**src/rtl/mux_8line_8bit_rr_pkg.sv**
```systemverilog
// Shared definitions for the 8-line round-robin gathering mux.
// Latency: n/a (constants, types and a helper function only).
// Backpressure: n/a.
package mux_8line_8bit_rr_pkg;

   localparam int MUX_NLINES = 8;
   localparam int MUX_WIDTH  = 8;

   typedef enum logic {
      ST_IDLE = 1'b0,
      ST_HOLD = 1'b1
   } state_t;

   // Round-robin pointer step; the 3-bit width provides the wrap from 7 to 0.
   function automatic logic [2:0] ptr_inc(input logic [2:0] p);
      return p + 3'd1;
   endfunction

endpackage

```
**src/rtl/mux_8line_8bit_rr_pick.sv**
```systemverilog
// Round-robin picker: first requesting line scanning ptr, ptr+1, ... ptr+7.
// Latency: combinational.
// Backpressure: none; the caller decides when the pick is used.
module rr_pick_8 (
   input  logic [7:0] req,
   input  logic [2:0] ptr,
   output logic [2:0] pick,
   output logic       any
);

   // Scan from the highest offset down so the lowest offset hit is what remains.
   always_comb begin
      logic [2:0] idx;
      pick = 3'd0;
      any  = 1'b0;
      idx  = 3'd0;
      for (int k = 7; k >= 0; k--) begin
         idx = ptr + 3'(k);
         if (req[idx]) begin
            pick = idx;
            any  = 1'b1;
         end
      end
   end

endmodule

```
**src/rtl/mux_8line_8bit_rr.sv**
```systemverilog
// Gathers one byte at a time from 8 request lines onto one registered output.
// Latency: 1 cycle from req to out_valid; one byte per cycle back-to-back.
// Backpressure: out_ready low freezes out/sel_out/out_valid; no grants are issued.
module mux_8line_8bit_rr
   import mux_8line_8bit_rr_pkg::*;
#(
   parameter int NLINES = MUX_NLINES,   // only 8 is supported
   parameter int WIDTH  = MUX_WIDTH
) (
   input  logic              clk,
   input  logic              clr,
   input  logic [WIDTH-1:0]  in0,
   input  logic [WIDTH-1:0]  in1,
   input  logic [WIDTH-1:0]  in2,
   input  logic [WIDTH-1:0]  in3,
   input  logic [WIDTH-1:0]  in4,
   input  logic [WIDTH-1:0]  in5,
   input  logic [WIDTH-1:0]  in6,
   input  logic [WIDTH-1:0]  in7,
   input  logic [NLINES-1:0] req,
   input  logic              out_ready,
   output logic [WIDTH-1:0]  out,
   output logic              out_valid,
   output logic [2:0]        sel_out,
   output logic [NLINES-1:0] grant
);

   state_t           state;
   logic [2:0]       ptr;
   logic [2:0]       base;
   logic [2:0]       pick;
   logic             any;
   logic [WIDTH-1:0] mux_dat;

   // While holding, a re-pick happens only on acceptance, and it starts just past
   // the line being accepted; in IDLE the stored pointer is the start point.
   assign base = (state == ST_HOLD) ? ptr_inc(sel_out) : ptr;

   rr_pick_8 u_pick (
      .req  (req),
      .ptr  (base),
      .pick (pick),
      .any  (any)
   );

   // 8:1 data mux steered by the current pick.
   always_comb begin
      mux_dat = in0;
      case (pick)
         3'd0:    mux_dat = in0;
         3'd1:    mux_dat = in1;
         3'd2:    mux_dat = in2;
         3'd3:    mux_dat = in3;
         3'd4:    mux_dat = in4;
         3'd5:    mux_dat = in5;
         3'd6:    mux_dat = in6;
         default: mux_dat = in7;
      endcase
   end

   // State, pointer and output registers; grant is a one-cycle pulse per capture.
   always_ff @(posedge clk or posedge clr) begin
      if (clr) begin
         state     <= ST_IDLE;
         ptr       <= 3'd0;
         out       <= '0;
         out_valid <= 1'b0;
         sel_out   <= 3'd0;
         grant     <= '0;
      end else begin
         grant <= '0;
         case (state)
            ST_IDLE: begin
               if (any) begin
                  out         <= mux_dat;
                  sel_out     <= pick;
                  out_valid   <= 1'b1;
                  grant[pick] <= 1'b1;
                  state       <= ST_HOLD;
               end
            end
            ST_HOLD: begin
               if (out_ready) begin
                  ptr <= base;
                  if (any) begin
                     out         <= mux_dat;
                     sel_out     <= pick;
                     grant[pick] <= 1'b1;
                  end else begin
                     out_valid <= 1'b0;
                     state     <= ST_IDLE;
                  end
               end
            end
            default: state <= ST_IDLE;
         endcase
      end
   end

endmodule

```
**config.mk**
```make
export PLATFORM = sky130hd
export DESIGN_NAME = mux_8line_8bit_rr
export DESIGN_NICKNAME = d
export VERILOG_FILES = /design/src/rtl/mux_8line_8bit_rr_pkg.sv /design/src/rtl/mux_8line_8bit_rr_pick.sv /design/src/rtl/mux_8line_8bit_rr.sv
export SDC_FILE = /design/constraint.sdc
export NUM_CORES = 1
export LEC_CHECK = 0
export ABC_AREA = 1
export CAP_MARGIN = 20
export CORE_MARGIN = 5
export CORE_UTILIZATION = 45
export DETAILED_ROUTE_END_ITERATION = 16
export GPL_ROUTABILITY_DRIVEN = 0
export PLACE_DENSITY = 0.87
export SETUP_SLACK_MARGIN = 0.4
export SLEW_MARGIN = 20
export SYNTH_ARGS = -nofsm -noshare
export SYNTH_HDL_FRONTEND = slang
export SYNTH_SLANG_ARGS = --single-unit
export TNS_END_PERCENT = 30
```
**constraint.sdc**
```tcl
create_clock -name clk -period 3.4 [get_ports clk]
set_input_delay 0.68 -clock clk [delete_from_list [all_inputs] [get_ports clk]]
set_output_delay 0.68 -clock clk [all_outputs]
set_load 0.02 [all_outputs]
```
# Yosys cells after proc, flatten, opt, wreduce, memory -nomap -nowiden
# Cells that the tools add are included.
word_totals:
  wordCells: 90
  ff_bits: 24
  input_bits: 75
classes:
  bitwise_logic: 1
  muxes: 52
  order_cmp: 10
  eq_ne: 9
  n_reduce_logical: 4
  add_sub_neg: 8
op_table:
  columns: ["cell", "count"]
  rows:
  - ["one-hot mux 8 bit (7 select lines)", 1]
  - ["< comparator 3 x 4 -> 1 bit (second input constant)", 9]
  - ["two-way mux 3 bit", 11]
  - ["two-way mux 8 bit", 4]
  - ["one-hot mux 8 bit (2 select lines)", 2]
  - ["binary-select mux 1 bit (select 3 bit)", 8]
  - ["two-way mux 1 bit", 22]
  - ["adder 3 bit (second input constant)", 4]
  - ["equality test 3 bit (second input constant)", 3]
  - ["adder 3 x 1 -> 3 bit (second input constant)", 2]
  - ["adder 3 x 2 -> 3 bit (second input constant)", 2]
  - ["equality test 3 x 2 -> 1 bit (second input constant)", 2]
  - ["inequality test 2 bit (second input constant)", 3]
  - ["one-hot mux 3 bit (2 select lines)", 1]
  - ["one-hot mux 1 bit (2 select lines)", 2]
  - ["demux 1 bit (select 3 bit)", 1]
  - ["equality test 3 x 1 -> 1 bit (second input constant)", 1]
  - ["greater-or-equal comparator 3 x 1 -> 1 bit (second input constant)", 1]
  - ["zero test 3 bit", 1]
  - ["AND reduction 3 bit", 1]
  - ["AND reduction 2 bit", 1]
  - ["logical AND 1 bit", 1]
  - ["inverter 1 bit", 1]

# Longest topological paths before layout
depth:
  ltp_word: 20
  mapped_depth: 28

# Cells and area by module
# A second synthesis with hierarchy kept.
hier_totals:
  hier_cells: 362
  hier_area_um2: 2453.6
modules_own_cells:
  columns: ["module", "area_each_um2", "cells_each", "n_inst", "seq_area_each_um2"]
  rows:
  - ["mux_8line_8bit_rr", 1714.1, 240, 1, 600.6]
  - ["rr_pick_8", 739.5, 122, 1, 0.0]

# Least setup slack after synthesis
# No wires, ideal clock.
synth_path:
  path_kind: "reg-to-reg"
  start: "register sel_out[0]"
  end: "register out[3]"
  arrival_time_ns: 2.893
  n_path_buf: 2
  stages_incl_launch_ff: 24
  path_slack_ns: 0.391
  t_required_ns: 3.283
  setup_time_ns: 0.117
  period_less_slack_ns: 3.009
  path_cell_list: "dfrtp_1 -> ha_1 -> o21ai_2 -> buf_6 -> ha_1 -> inv_1 -> nand3_1 -> nand2_1 -> nand2_1 -> nand2_1 -> nand2_1 -> nand3_1 -> nand2_1 -> nand2_1 -> nand3_1 -> nand2_4 -> inv_4 -> nor2_8 -> nand2_2 -> buf_6 -> nor2_1 -> nor2_1 -> nand2_1 -> nand2_1"
synth_between:
  elab_chain_cells: 18
  elab_cells_between_ends: 52
  classes_between: "add/sub: 8; eq/ne: 6; mux: 37; reduce/logical: 1"
synth_lines:
  columns: ["item", "line", "rtl"]
  rows:
  - ["start, declared", "mux_8line_8bit_rr.sv:24", "output logic [2:0] sel_out,"]
  - ["start signal, assigned", "mux_8line_8bit_rr.sv:76", "sel_out <= pick;"]
  - ["start signal, assigned", "mux_8line_8bit_rr.sv:87", "sel_out <= pick;"]
  - ["adder 3 x 1 -> 3 bit (*)", "mux_8line_8bit_rr_pkg.sv:16", "return p + 3'd1;"]
  - ["two-way mux 3 bit (*)", "mux_8line_8bit_rr.sv:37", "assign base = (state == ST_HOLD) ? ptr_inc(sel_out) : ptr;"]
  - ["adder 3 bit", "mux_8line_8bit_rr_pick.sv:18", "idx = ptr + 3'(k);"]
  - ["binary-select mux 1 bit (select 3 bit)", "mux_8line_8bit_rr_pick.sv:19", "if (req[idx]) begin"]
  - ["two-way mux 1 bit (not written as such)", "mux_8line_8bit_rr_pick.sv:19", null]
  - ["two-way mux 3 bit (8 in series)", "mux_8line_8bit_rr_pick.sv:19", null]
  - ["equality test 3 bit (tied with other cells)", "mux_8line_8bit_rr.sv:49", "case (pick)"]
  - ["one-hot mux 8 bit (7 select lines)", "mux_8line_8bit_rr.sv:49", null]
  - ["two-way mux 8 bit (*)", "mux_8line_8bit_rr.sv:74, mux_8line_8bit_rr.sv:85", null]
  - ["two-way mux 8 bit", "mux_8line_8bit_rr.sv:83", "if (out_ready) begin"]
  - ["one-hot mux 8 bit (2 select lines) (*)", "mux_8line_8bit_rr.sv:72", "case (state)"]
  - ["end signal, assigned", "mux_8line_8bit_rr.sv:75", "out <= mux_dat;"]
  - ["end signal, assigned", "mux_8line_8bit_rr.sv:86", "out <= mux_dat;"]
  - ["end, declared", "mux_8line_8bit_rr.sv:22", "output logic [WIDTH-1:0] out,"]
# Every way passes the cells marked *; elsewhere a longest branch is shown, timed or not. The select of a mux whose other input is x is not followed.
# A chain may end at the register's enable or synchronous reset.

# Worst setup path in the final report
layout_path:
  start: "register sel_out[1]"
  end: "register out[3]"
# The elaborated chain is that of the path after synthesis.

==> impl_metrics.py <==
metrics = {
    "grt": {
        "grt_pass1_wl_um": 13200,
        "grt_pass1_vias": 2871,
        "antenna_found_initial": 0,
        "grt.overflow.total": 0,
        "grt_start_max_net_pins": 34,
        "track_usage_pct": 22.0,
    },
    "finish": {
        "area_delta_synth_final_pct": 71.6,
        "layout-drive-gt1-share_pct": 23.4,
        "seqCellArea_um2": 603,
        "fill_cells": 370,
        "multi_input_area_um2": 1940,
        "final_nets": 609,
        "num_antenna_cells": 0,
    },
    "setup_path": {
        "cp_num_buf_inv": 3,
        "critPathLaunchType": "flop",
        "cp_cell_sequence": "ha_4, o21ai_4, ha_4, inv_4, nand3_2, nand2_2, nand2_4, nand2_4, nand2_1, nand3_1, nand2_1, nand2_2, nand2_2, nand2_4, nand2_8, buf_12, clkbuf_16, nand4_1, nand2_1, nor2_1, nand2_1, nand2_1, nand2_1",
        "slowest_delay_ps": 430,
        "rr_startpoint": "sel_out[1]",
        "path_common_cell": "nand2_1",
        "critPathSlowestCell": "dfrtp_1",
        "worstPathRequired_ps": 3570,
        "critPathTopFamily": "simple AND/OR/NAND/NOR gates",
        "cp_max_fo": 5,
        "crit_type": "flop to flop",
        "crit_start": "sel_out[1]",
        "cp-end-kind": "flop",
        "arrival_ps": 3240,
    },
    "floorplan": {
        "start_util_pct": 45.6,
        "rows": 27,
        "die_y_um": 84.0,
        "core_area_um2": 5410,
        "die-area_um2": 7050,
        "die_x_um": 84.0,
        "io_pins": 95,
    },
    "synth": {
        "yosys-top-cells-count": "163 x nand2_1, 52 x nand3_1, 41 x nor2_1",
        "syn_area_um2": 2460,
        "synth_nets": 491,
        "synth_top_area_cell": "nand2_1",
        "syn-instance-count": 413,
        "ys_types": 29,
        "yosysWarnings": 0,
        "synth_flop_cell": "dfrtp_1",
        "ys_seq_area_share_pct": 24.4,
        "avgSynthCellArea_um2": 5.96,
        "ys_async_sr_fraction_pct": 100,
        "synth_most_common_cell": "nand2_1",
        "ys_ff_latch": 24,
        "yosysTopAreaCellShare_pct": 24.8,
        "synth_area_leaders": "nand2_1 25%, dfrtp_1 24%, nand3_1 11%",
        "synth_edf_count": 0,
    },
    "cts": {
        "cts_tree": "built",
        "clk_latency_ps": 270,
        "numCtsBuffers": 3,
        "root_buffer": "clkbuf_8",
        "cts_hold_buf": 0,
        "clock_path_buffers": 2,
        "numClockSinks": 24,
        "cts.clk_slew.worst_paths_ps": 80,
        "ctsHtreeMaxLevel": 1,
    },
    "sta": {
        "holdWs_ps": 496,
        "tns_ps": 0,
        "hold_viol_final": 0,
        "setup_violations": 0,
        "timing.final.crit_share_pct": 90.3,
        "tightest_slew_ps": 886,
        "slew_violations": 0,
        "grt_setup_unrepaired": "yes",
        "fin_skew_ps": 2.01,
        "slew_headroom_pct": 40.9,
        "period_minus_slack_ps": 3070,
        "fmax_mhz": 326,
    },
    "route": {
        "routed_via_density": 5.94,
        "wire_per_inst_um": 17.4,
        "vias": 3575,
        "drc": 0,
        "drtIter0Drc": 363,
        "dr.pass1.iters": 6,
        "detail-route-antenna-nets": 0,
        "drt-total-wl_um": 10500,
    },
    "min_path": {
        "hp-class": "flop to flop",
        "worstHoldStart": "out[2]",
    },
    "outcome": {
        "status": "finished, final reports clean",
    },
    "job": {
        "max-cap-violations": 0,
    },
    "place": {
        "hpwl_um": 6190,
        "port_buffers": 94,
    },
}
==> per-stage QoR <==
| step | utilization (%) | area, um2 | cells | setup slack, ps |
|---|---|---|---|---|
| 2_1_floorplan | - | 2460 | 413 | 429 |
| 3_5_place_dp | 63.4 | 3430 | 566 | 169 |
| 3_3_place_gp | 63.4 | 3430 | 566 | 282 |
| 4_1_cts | 65.3 | 3530 | 571 | 401 |
| 5_1_grt | 78.2 | 4230 | 602 | 122 |
| 6_report | 78.2 | 4230 | 602 | 329 |
==> flip-flops by register name, indices dropped and copies added, names as in the netlist <==
signal     cells
ptr            3
out            8
sel_out        3
state          1
grant          8
out_valid      1
==> final timing paths <==
path	end	slack [ps]	cells after the start
min	out[2]	500	2
max in group asynchronous	sel_out[0]	1910	2
max reg2reg	out[3]	330	23
min reg2reg	out[2]	500	2
min in group asynchronous	sel_out[1]	890	2
max	out[3]	330	23
==> area by class of cell <==
cell class                 count  area share, %
multi-input combinational    339           45.9
timing repair buffer         130           32.9
sequential                    24           14.3
inverter                      31           3.29
tap                           72           2.13
clock buffer                   4           1.07
timing repair inverter         2          0.414
==> metal layers <==
| metal | global-route usage [%] | vias up | routed length (um) |
|---|---|---|---|
| li1 | - | 1593 | - |
| met1 | 29.6 | 1614 | 3860 |
| met2 | 35.9 | 299 | 5060 |
| met3 | 4.24 | 69 | 1100 |
| met4 | 6.29 | 0 | 470 |
| met5 | 0 | - | 0 |
==> repair_timing <==
action / 4_1_cts / 5_1_grt
setup endpoints to repair: 8 / 9
hold endpoints to repair: 0 / 0
buffers inserted: 1 / 23
cloned: 0 / 8
pin swaps: 0 / 38
resized for setup: 9 / 81
==> cells by family after synthesis <==
| family | count (synthesis) | share of synthesized area, % |
|---|---|---|
| and+or+nand+nor | 312 | 57.9 |
| buffers and inverters | 51 | 10.7 |
| DFF | 24 | 24.4 |
| AOI/OAI and AO/OA | 23 | 5.44 |
| adders and majority gates | 3 | 1.52 |
==> cells in the final DEF, fill, tap and decap left out, drive strengths merged, types with 2 or more instances in the layout <==
cell and count:
clkbuf 8, nor2 44, a21oi 8, inv 32, ha 3, clkdlybuf4s50 94, o21ai 11, dfrtp 24
nand3 52, nor4 6, o21a 2, nand4 32, nand2 177, buf 32
==> worst reg2reg max path, stage by stage (launching register included) <==
cell and delay [ps]:
dfrtp_1 430, ha_4 270, o21ai_4 190, ha_4 260, inv_4 80, nand3_2 80
nand2_2 110, nand2_4 70, nand2_4 90, nand2_1 70, nand3_1 100, nand2_1 100
nand2_2 130, nand2_2 80, nand2_4 90, nand2_8 100, buf_12 150, clkbuf_16 150
nand4_1 80, nand2_1 70, nor2_1 110, nand2_1 60, nand2_1 60, nand2_1 50
Power is left out: the tool's default activity adds up to more than one toggle a clock period on the data nets, which glitch-free logic cannot reach.
